`config.mk`:
```
export PLATFORM = sky130hd
export DESIGN_NAME = move_event_gen
export DESIGN_NICKNAME = d
export VERILOG_FILES = /design/src/rtl/move_event_gen_pkg.sv /design/src/rtl/move_event_gen.sv
export SDC_FILE = /design/constraint.sdc
export NUM_CORES = 1
export LEC_CHECK = 0
export CAP_MARGIN = 40
export CORE_MARGIN = 10
export CORE_UTILIZATION = 60
export CTS_BUF_LIST = sky130_fd_sc_hd__clkbuf_8
export DETAILED_ROUTE_END_ITERATION = 8
export PLACE_DENSITY = 0.9
export SLEW_MARGIN = 20
export SYNTH_ARGS = -nofsm -noshare
export SYNTH_HDL_FRONTEND = slang
export SYNTH_SLANG_ARGS = --single-unit
```
`constraint.sdc`:
```
create_clock -name clk -period 5.4 [get_ports clk]
set_clock_uncertainty 0.15 [all_clocks]
set_input_delay 0.81 -clock clk [delete_from_list [all_inputs] [get_ports clk]]
set_output_delay 0.81 -clock clk [all_outputs]
set_load 0.05 [all_outputs]
```
`src/rtl/move_event_gen_pkg.sv`:
```
// Shared definitions for the move event generator: direction encodings decoded
// by the game core, FSM state encoding and button classification helpers.
package move_event_gen_pkg;

    localparam logic [1:0] DIR_UP    = 2'b00;
    localparam logic [1:0] DIR_DOWN  = 2'b01;
    localparam logic [1:0] DIR_LEFT  = 2'b10;
    localparam logic [1:0] DIR_RIGHT = 2'b11;

    typedef enum logic [2:0] {
        ST_ARMED_CHECK = 3'd0,
        ST_IDLE        = 3'd1,
        ST_HOLD        = 3'd2,
        ST_REPEAT      = 3'd3,
        ST_LOCKOUT     = 3'd4
    } state_e;

    typedef enum logic [1:0] {
        CLS_NONE   = 2'd0,
        CLS_SINGLE = 2'd1,
        CLS_CHORD  = 2'd2
    } btn_class_e;

    // Buttons are packed as {right, left, down, up}.
    function automatic btn_class_e classify(input logic [3:0] btns);
        logic [2:0] n;
        btn_class_e cls;
        n = 3'd0;
        for (int i = 0; i < 4; i++) begin
            n = n + {2'b00, btns[i]};
        end
        case (n)
            3'd0:    cls = CLS_NONE;
            3'd1:    cls = CLS_SINGLE;
            default: cls = CLS_CHORD;
        endcase
        return cls;
    endfunction

    function automatic logic [1:0] encode_dir(input logic [3:0] btns);
        logic [1:0] dir;
        case (btns)
            4'b0001: dir = DIR_UP;
            4'b0010: dir = DIR_DOWN;
            4'b0100: dir = DIR_LEFT;
            4'b1000: dir = DIR_RIGHT;
            default: dir = DIR_UP;
        endcase
        return dir;
    endfunction

endpackage

```
`src/rtl/move_event_gen.sv`:
```
// Turns debounced direction-button levels into valid/ready move commands with
// optional auto-repeat; chords and buttons held through reset never produce moves.
module move_event_gen
    import move_event_gen_pkg::*;
#(
    parameter int HOLD_DELAY    = 12_500_000,
    parameter int REPEAT_PERIOD = 5_000_000,
    parameter int CNT_W         = 24
) (
    input  logic       clk,
    input  logic       rst,
    input  logic       btn_up,
    input  logic       btn_down,
    input  logic       btn_left,
    input  logic       btn_right,
    input  logic       repeat_en,
    input  logic       move_ready,
    output logic       move_valid,
    output logic [1:0] move_dir
);

    logic [3:0]       btns_s;
    btn_class_e       class_s;
    logic [1:0]       btn_dir_s;
    logic             same_s;
    logic             term_s;
    logic             issue_s;
    logic [1:0]       issue_dir_s;
    logic             accept_s;

    state_e           state_q,    state_d;
    logic [CNT_W-1:0] cnt_q,      cnt_d;
    logic [1:0]       held_dir_q, held_dir_d;
    logic             valid_q,    valid_d;
    logic [1:0]       dir_q,      dir_d;

    // Classify the current button levels
    always_comb begin
        btns_s    = {btn_right, btn_left, btn_down, btn_up};
        class_s   = classify(btns_s);
        btn_dir_s = encode_dir(btns_s);
        same_s    = (class_s == CLS_SINGLE) && (btn_dir_s == held_dir_q);
        if (state_q == ST_HOLD) begin
            term_s = (cnt_q == CNT_W'(HOLD_DELAY - 1));
        end else begin
            term_s = (cnt_q == CNT_W'(REPEAT_PERIOD - 1));
        end
    end

    // Next-state, counter and issue decision
    always_comb begin
        state_d     = state_q;
        cnt_d       = cnt_q;
        held_dir_d  = held_dir_q;
        issue_s     = 1'b0;
        issue_dir_s = held_dir_q;
        case (state_q)
            ST_ARMED_CHECK: begin
                cnt_d = {CNT_W{1'b0}};
                if (class_s == CLS_NONE) begin
                    state_d = ST_IDLE;
                end else begin
                    state_d = ST_LOCKOUT;
                end
            end
            ST_IDLE: begin
                cnt_d = {CNT_W{1'b0}};
                if (class_s == CLS_SINGLE) begin
                    issue_s     = 1'b1;
                    issue_dir_s = btn_dir_s;
                    held_dir_d  = btn_dir_s;
                    state_d     = ST_HOLD;
                end else if (class_s == CLS_CHORD) begin
                    state_d = ST_LOCKOUT;
                end else begin
                    state_d = ST_IDLE;
                end
            end
            ST_HOLD, ST_REPEAT: begin
                if (class_s == CLS_NONE) begin
                    cnt_d   = {CNT_W{1'b0}};
                    state_d = ST_IDLE;
                end else if (same_s) begin
                    if (term_s) begin
                        // repeat_en only gates the move; timing advances regardless
                        cnt_d   = {CNT_W{1'b0}};
                        state_d = ST_REPEAT;
                        issue_s = repeat_en;
                    end else begin
                        cnt_d = cnt_q + CNT_W'(1);
                    end
                end else begin
                    cnt_d   = {CNT_W{1'b0}};
                    state_d = ST_LOCKOUT;
                end
            end
            ST_LOCKOUT: begin
                cnt_d = {CNT_W{1'b0}};
                if (class_s == CLS_NONE) begin
                    state_d = ST_IDLE;
                end else begin
                    state_d = ST_LOCKOUT;
                end
            end
            default: begin
                cnt_d   = {CNT_W{1'b0}};
                state_d = ST_ARMED_CHECK;
            end
        endcase
    end

    // Output register update: load, retire on transfer, or hold
    always_comb begin
        accept_s = !valid_q || move_ready;
        valid_d  = valid_q;
        dir_d    = dir_q;
        if (issue_s && accept_s) begin
            valid_d = 1'b1;
            dir_d   = issue_dir_s;
        end else if (valid_q && move_ready) begin
            valid_d = 1'b0;
        end else begin
            valid_d = valid_q;
        end
    end

    // FSM, counter and output registers
    always_ff @(posedge clk) begin
        if (rst) begin
            state_q    <= ST_ARMED_CHECK;
            cnt_q      <= {CNT_W{1'b0}};
            held_dir_q <= DIR_UP;
            valid_q    <= 1'b0;
            dir_q      <= DIR_UP;
        end else begin
            state_q    <= state_d;
            cnt_q      <= cnt_d;
            held_dir_q <= held_dir_d;
            valid_q    <= valid_d;
            dir_q      <= dir_d;
        end
    end

    assign move_valid = valid_q;
    assign move_dir   = dir_q;

endmodule

```
* Word level (Yosys, flattened, before mapping) *
Index checks and enable logic that the tools add are counted.

word-level totals
  bits in latches = 0
  memory bits (read-only) = 0
  memories kept = 0
  register bits after elaboration = 32
  RAM bits = 0
  logic and storage cells = 56
  bits of input ports = 8
  output and inout port bits = 3

cells by class
  multiplexer cells = 19
  equality and inequality tests = 14
  reductions and logical operators = 12
  shift-type cells = 0
  multiply operators = 0
  $add $sub $neg = 4
  divide/modulo/power cells = 0
  bitwise logic cells = 2
  order comparisons = 0

operators with widths
  operator                                         number
  adder 24 x 1 -> 24 bit, second input constant    1
  == test 24 x 23 -> 1 bit, second input constant  1
  == test 24 bit, second input constant            1
  two-way mux 3 bit                                6
  one-hot mux 3 bit (3 select lines)               1
  two-way mux 1 bit                                7
  == test 3 x 1 -> 1 bit, second input constant    2
  == test 3 x 2 -> 1 bit, second input constant    2
  logical NOT 3 bit                                2
  one-hot mux 2 bit (3 select lines)               1
  OR reduction 5 bit                               1
  == test 4 x 2 -> 1 bit, second input constant    1
  == test 4 x 3 -> 1 bit, second input constant    1
  == test 4 bit, second input constant             1
  two-way mux 2 bit                                2
  inequality test 4 bit, second input constant     1
  one-hot mux 2 bit (2 select lines)               1
  OR reduction 2 bit                               2
  adder 2 x 1 -> 3 bit                             1
  adder 3 x 1 -> 3 bit                             1
  == test 3 bit, second input constant             1
  logical AND 1 bit                                3
  adder 1 x 1 -> 2 bit                             1
  == test 2 x 1 -> 1 bit, second input constant    1
  8 further kinds                                  9

* Longest topological paths before layout *
  depth in word-level cells = 12
  depth in mapped cells = 12

* Worst setup path after synthesis *
OpenSTA, ideal clock, no wires.

  path type = input to register
  start point = input btn_right
  end point = register cnt_q[10]
  stages = 12
  data required time = 5.185 ns
  data arrival time = 3.569 ns
  setup slack = 1.616 ns
  library setup time = 0.065 ns
  path through = clkbuf_1 inv_1 fa_1 inv_1 ha_1 ha_1 nor4b_1 o31ai_2 or3_1 buf_2 buf_2 nor2_1

on the way
  cells in the longest elaborated chain, start to end = 7
  elaborated cells on any way between the ends = 14
  those cells by class = add/sub (1); eq/ne (6); mux (2); bitwise (1); reduce/logical (4)

RTL lines
  item                                                                line                      text
  start, declared                                                     move_event_gen.sv:15      input logic btn_right,
  adder 3 x 1 -> 3 bit                                                move_event_gen_pkg.sv:30  n = n + {2'b00, btns[i]};
  == test 3 x 1 -> 1 bit / logical NOT 3 bit (equally long branches)  move_event_gen_pkg.sv:32  case (n)
  one-hot mux 2 bit (2 select lines)                                  move_event_gen_pkg.sv:32
  == test 2 x 1 -> 1 bit                                              move_event_gen.sv:42      same_s = (class_s == CLS_SINGLE) && (btn_dir_s == held_dir_q);
  logical AND 1 bit                                                   move_event_gen.sv:42
  NOT 1 bit (no line)                                                 --
  OR reduction 5 bit (no line) (*)                                    --
  end signal, assigned                                                move_event_gen.sv:131     cnt_q <= {CNT_W{1'b0}};
  end signal, assigned                                                move_event_gen.sv:137     cnt_q <= cnt_d;
  end, declared                                                       move_event_gen.sv:32      logic [CNT_W-1:0] cnt_q, cnt_d;

Mark *: on every way between the ends. The rest lies on a longest branch, timed or not.
A chain may end at the register's enable or synchronous reset.

* Worst setup path after layout *
  start point = input btn_right
  end point = register cnt_q[21]

Same word-level chain as after synthesis.

==> impl_metrics.env <==
export IMPL_fmax_mhz=227.5
export IMPL_critical_path_max_stage_delay_ps=720
export IMPL_diodes=0
export IMPL_cp_arrival_ps=4450
export IMPL_wl_um=3979
export IMPL_h_tree_depth=2
export IMPL_die_area_sq_um=5515
export IMPL_numCtsBuffers=5
export IMPL_final_area_sq_um=1986
export IMPL_place_ws_ps=793.5
export IMPL_clkTransAtPathRegs_ps=60
export IMPL_cts_tree="built"
export IMPL_finalMaxSlewViolations=0
export IMPL_ctsRootBufferMaster="clkbuf_8"
export IMPL_io_pins=11
export IMPL_postCtsSetupBuffers=0
export IMPL_wire_per_inst_um=16.37
export IMPL_area_delta_synth_final_pct=12.39
export IMPL_fin_crit_ps=4396
export IMPL_peakVddDrop_uv=286.2
export IMPL_finalCritPeriodShare=0.8141
export IMPL_syn_inst=197
export IMPL_tns_ps=0
export IMPL_utilization=0.7139
export IMPL_hold_viol=0
export IMPL_grt_antenna_before_repair=0
export IMPL_netlist_area_sq_um=1767
export IMPL_max_slew_margin_rel=0.4859
export IMPL_status="finished clean"
export IMPL_cp_slowest_cell="or3_1"
export IMPL_firstDrtPassIters=4
export IMPL_syn_nets=211
export IMPL_cts_buffer_depth=2
export IMPL_synth_seq_cells=32
export IMPL_num_vias=1529
export IMPL_initial_core_util=0.6352
export IMPL_drc=0
export IMPL_cp_end_kind="register"
export IMPL_fill_cells=192
export IMPL_hpwl_um=2841
export IMPL_grt_overflow=0
export IMPL_rsz0062_at_grt="false"
export IMPL_power_density_nw_per_um2=232.9
export IMPL_synth_edf_count=0
export IMPL_clock_latency_ps=280
export IMPL_vias_per_cell=6.292
export IMPL_ys_types=48
export IMPL_holdWs_ps=314.6
export IMPL_post_synth_cell_area_avg_sq_um=8.968
export IMPL_worstPathCellList="clkdlybuf4s50_1 > inv_1 > fa_1 > inv_1 > ha_1 > ha_1 > nor4b_1 > o31ai_2 > or3_1 > nor2_1"
export IMPL_track_usage=0.1488
export IMPL_die_x_um=74.27
export IMPL_tightest_slew_ps=760.5
export IMPL_cp_max_fo=23
export IMPL_wl_met2_um=1988
export IMPL_met1_length_um=1697
export IMPL_reg2reg_slack_ps=2530
export IMPL_wl_met3_um=203
export IMPL_fin_nets=225
export IMPL_core_area_sq_um=2781
export IMPL_grt_pass1_vias=1503
export IMPL_seq_area_frac_synth=0.3626
export IMPL_hold_path_class="reg -> reg"
export IMPL_ant_nets=0
export IMPL_finalSetupViolCount=0
export IMPL_total_power_mw=0.4624
export IMPL_dieHeight_um=74.27
export IMPL_yosysWarnings=0
export IMPL_num_rows=19
export IMPL_synth_ff_type="dfxtp_1"
export IMPL_layout_cells_non_filler=243
export IMPL_highest_layer="met4"
export IMPL_io_buffers=10
export IMPL_grt_max_degree=24
export IMPL_ctsResizeCount=0
export IMPL_dr_first_iter_drc_count=81
export IMPL_dp_cells=234
export IMPL_cts_sinks=32
export IMPL_ctsHoldBuffers=0
export IMPL_final_layout_size_suffix_gt1_frac=0.1132
export IMPL_postLayoutSetupSlackWorst_ps=1004
export IMPL_required_ps=5450
export IMPL_leakagePower_nw=0.6907
export IMPL_async_flop_share=0
export IMPL_crit_type="in -> reg"
export IMPL_cp_start_kind="input port"
export IMPL_gp_congestion=0.8892
export IMPL_maxCapViolCount=0
export IMPL_place_area_sq_um=1888
export IMPL_grt_pass1_wl_um=6548
[sequential cells by signal, indices dropped and copies added (netlist names)]
name and cells:
move_dir 2, held_dir_q 2, cnt_q 24, move_valid 1, state_q 3
[final timing paths]
check                  from        end  cells after the start
hold reg to reg    cnt_q[0]   cnt_q[0]                      1
hold / removal     cnt_q[0]   cnt_q[0]                      1
setup reg to reg  cnt_q[17]  cnt_q[21]                      5
setup / recovery  btn_right  cnt_q[21]                     10
[cell usage after synthesis (3+ instances only)]
master | number | area, sq um
nand2_1 | 10 | 37.54
buf_2 | 3 | 15.01
nor2b_1 | 5 | 31.28
nand4_1 | 9 | 56.30
mux2_1 | 3 | 33.78
and3_1 | 4 | 25.02
and3_2 | 3 | 22.52
nand3_1 | 10 | 50.05
inv_1 | 8 | 30.03
xor2_1 | 16 | 140.1
ha_1 | 5 | 62.56
dfxtp_1 | 32 | 640.6
nand4b_1 | 3 | 26.28
nor4b_1 | 3 | 26.28
nand3b_1 | 3 | 22.52
nor4_1 | 3 | 18.77
a31oi_1 | 3 | 18.77
xnor2_1 | 7 | 61.31
nor2_1 | 30 | 112.6
[area by class of cell]
type                    count  area (sq um)  area share
clock inverters             2         10.01    0.005041
multi-input cells         152          1074      0.5406
clock buffers               6         82.58     0.04159
flip-flops and latches     32         640.6      0.3226
well taps                  31         38.79     0.01953
repair buffers             12         110.1     0.05545
inverters                   8         30.03     0.01512
[cell usage in the layout, fill, tap and decap left out, types with 3 or more instances in the layout]
cell type / instances
a31oi_1: 3
and3_1: 4
nor4_1: 3
nand4_1: 9
inv_1: 8
xor2_1: 16
clkbuf_8: 6
clkdlybuf4s50_1: 10
and3_2: 3
mux2_1: 3
nand3b_1: 3
nand2_1: 10
dfxtp_1: 32
nor2b_1: 5
nor2_1: 30
xnor2_1: 7
nand4b_1: 3
nor4b_1: 3
ha_1: 5
nand3_1: 10
[power by group]
part / internal (mW) / leakage [nW] / total [mW] / switching (mW)
Sequential: 0.239 / 0.258 / 0.242 / 0.00324
Combinational: 0.0170 / 0.382 / 0.0368 / 0.0199
Clock: 0.101 / 0.0510 / 0.184 / 0.0823
Total: 0.357 / 0.691 / 0.462 / 0.105
[kinds of logic after synthesis]
group           after synthesis  share of synthesized area
xor+xnor                     23                     0.1140
mux                           5                    0.03045
fa+ha+maj                     6                    0.04674
flops                        32                     0.3626
buf+inv                      13                    0.02974
compound gates               18                    0.08995
simple gates                100                     0.3265
[worst max-delay path: cells and delay by family]
| kind | cells | cell delay [ps] |
|---|---|---|
| AND/OR/NAND/NOR | 3 | 1650 |
| buffers and inverters | 3 | 790 |
| AO/OA/AOI/OAI | 1 | 200 |
| adder cells (fa/ha/maj) | 3 | 980 |
[routing by layer]
layer / vias up / global-route usage
met3: 11 / 0.04521
met2: 42 / 0.2519
met4: 0 / 0.07927
met1: 744 / 0.1639
met5: - / 0
li1: 732 / -
Power figures use the tool's default switching activity.
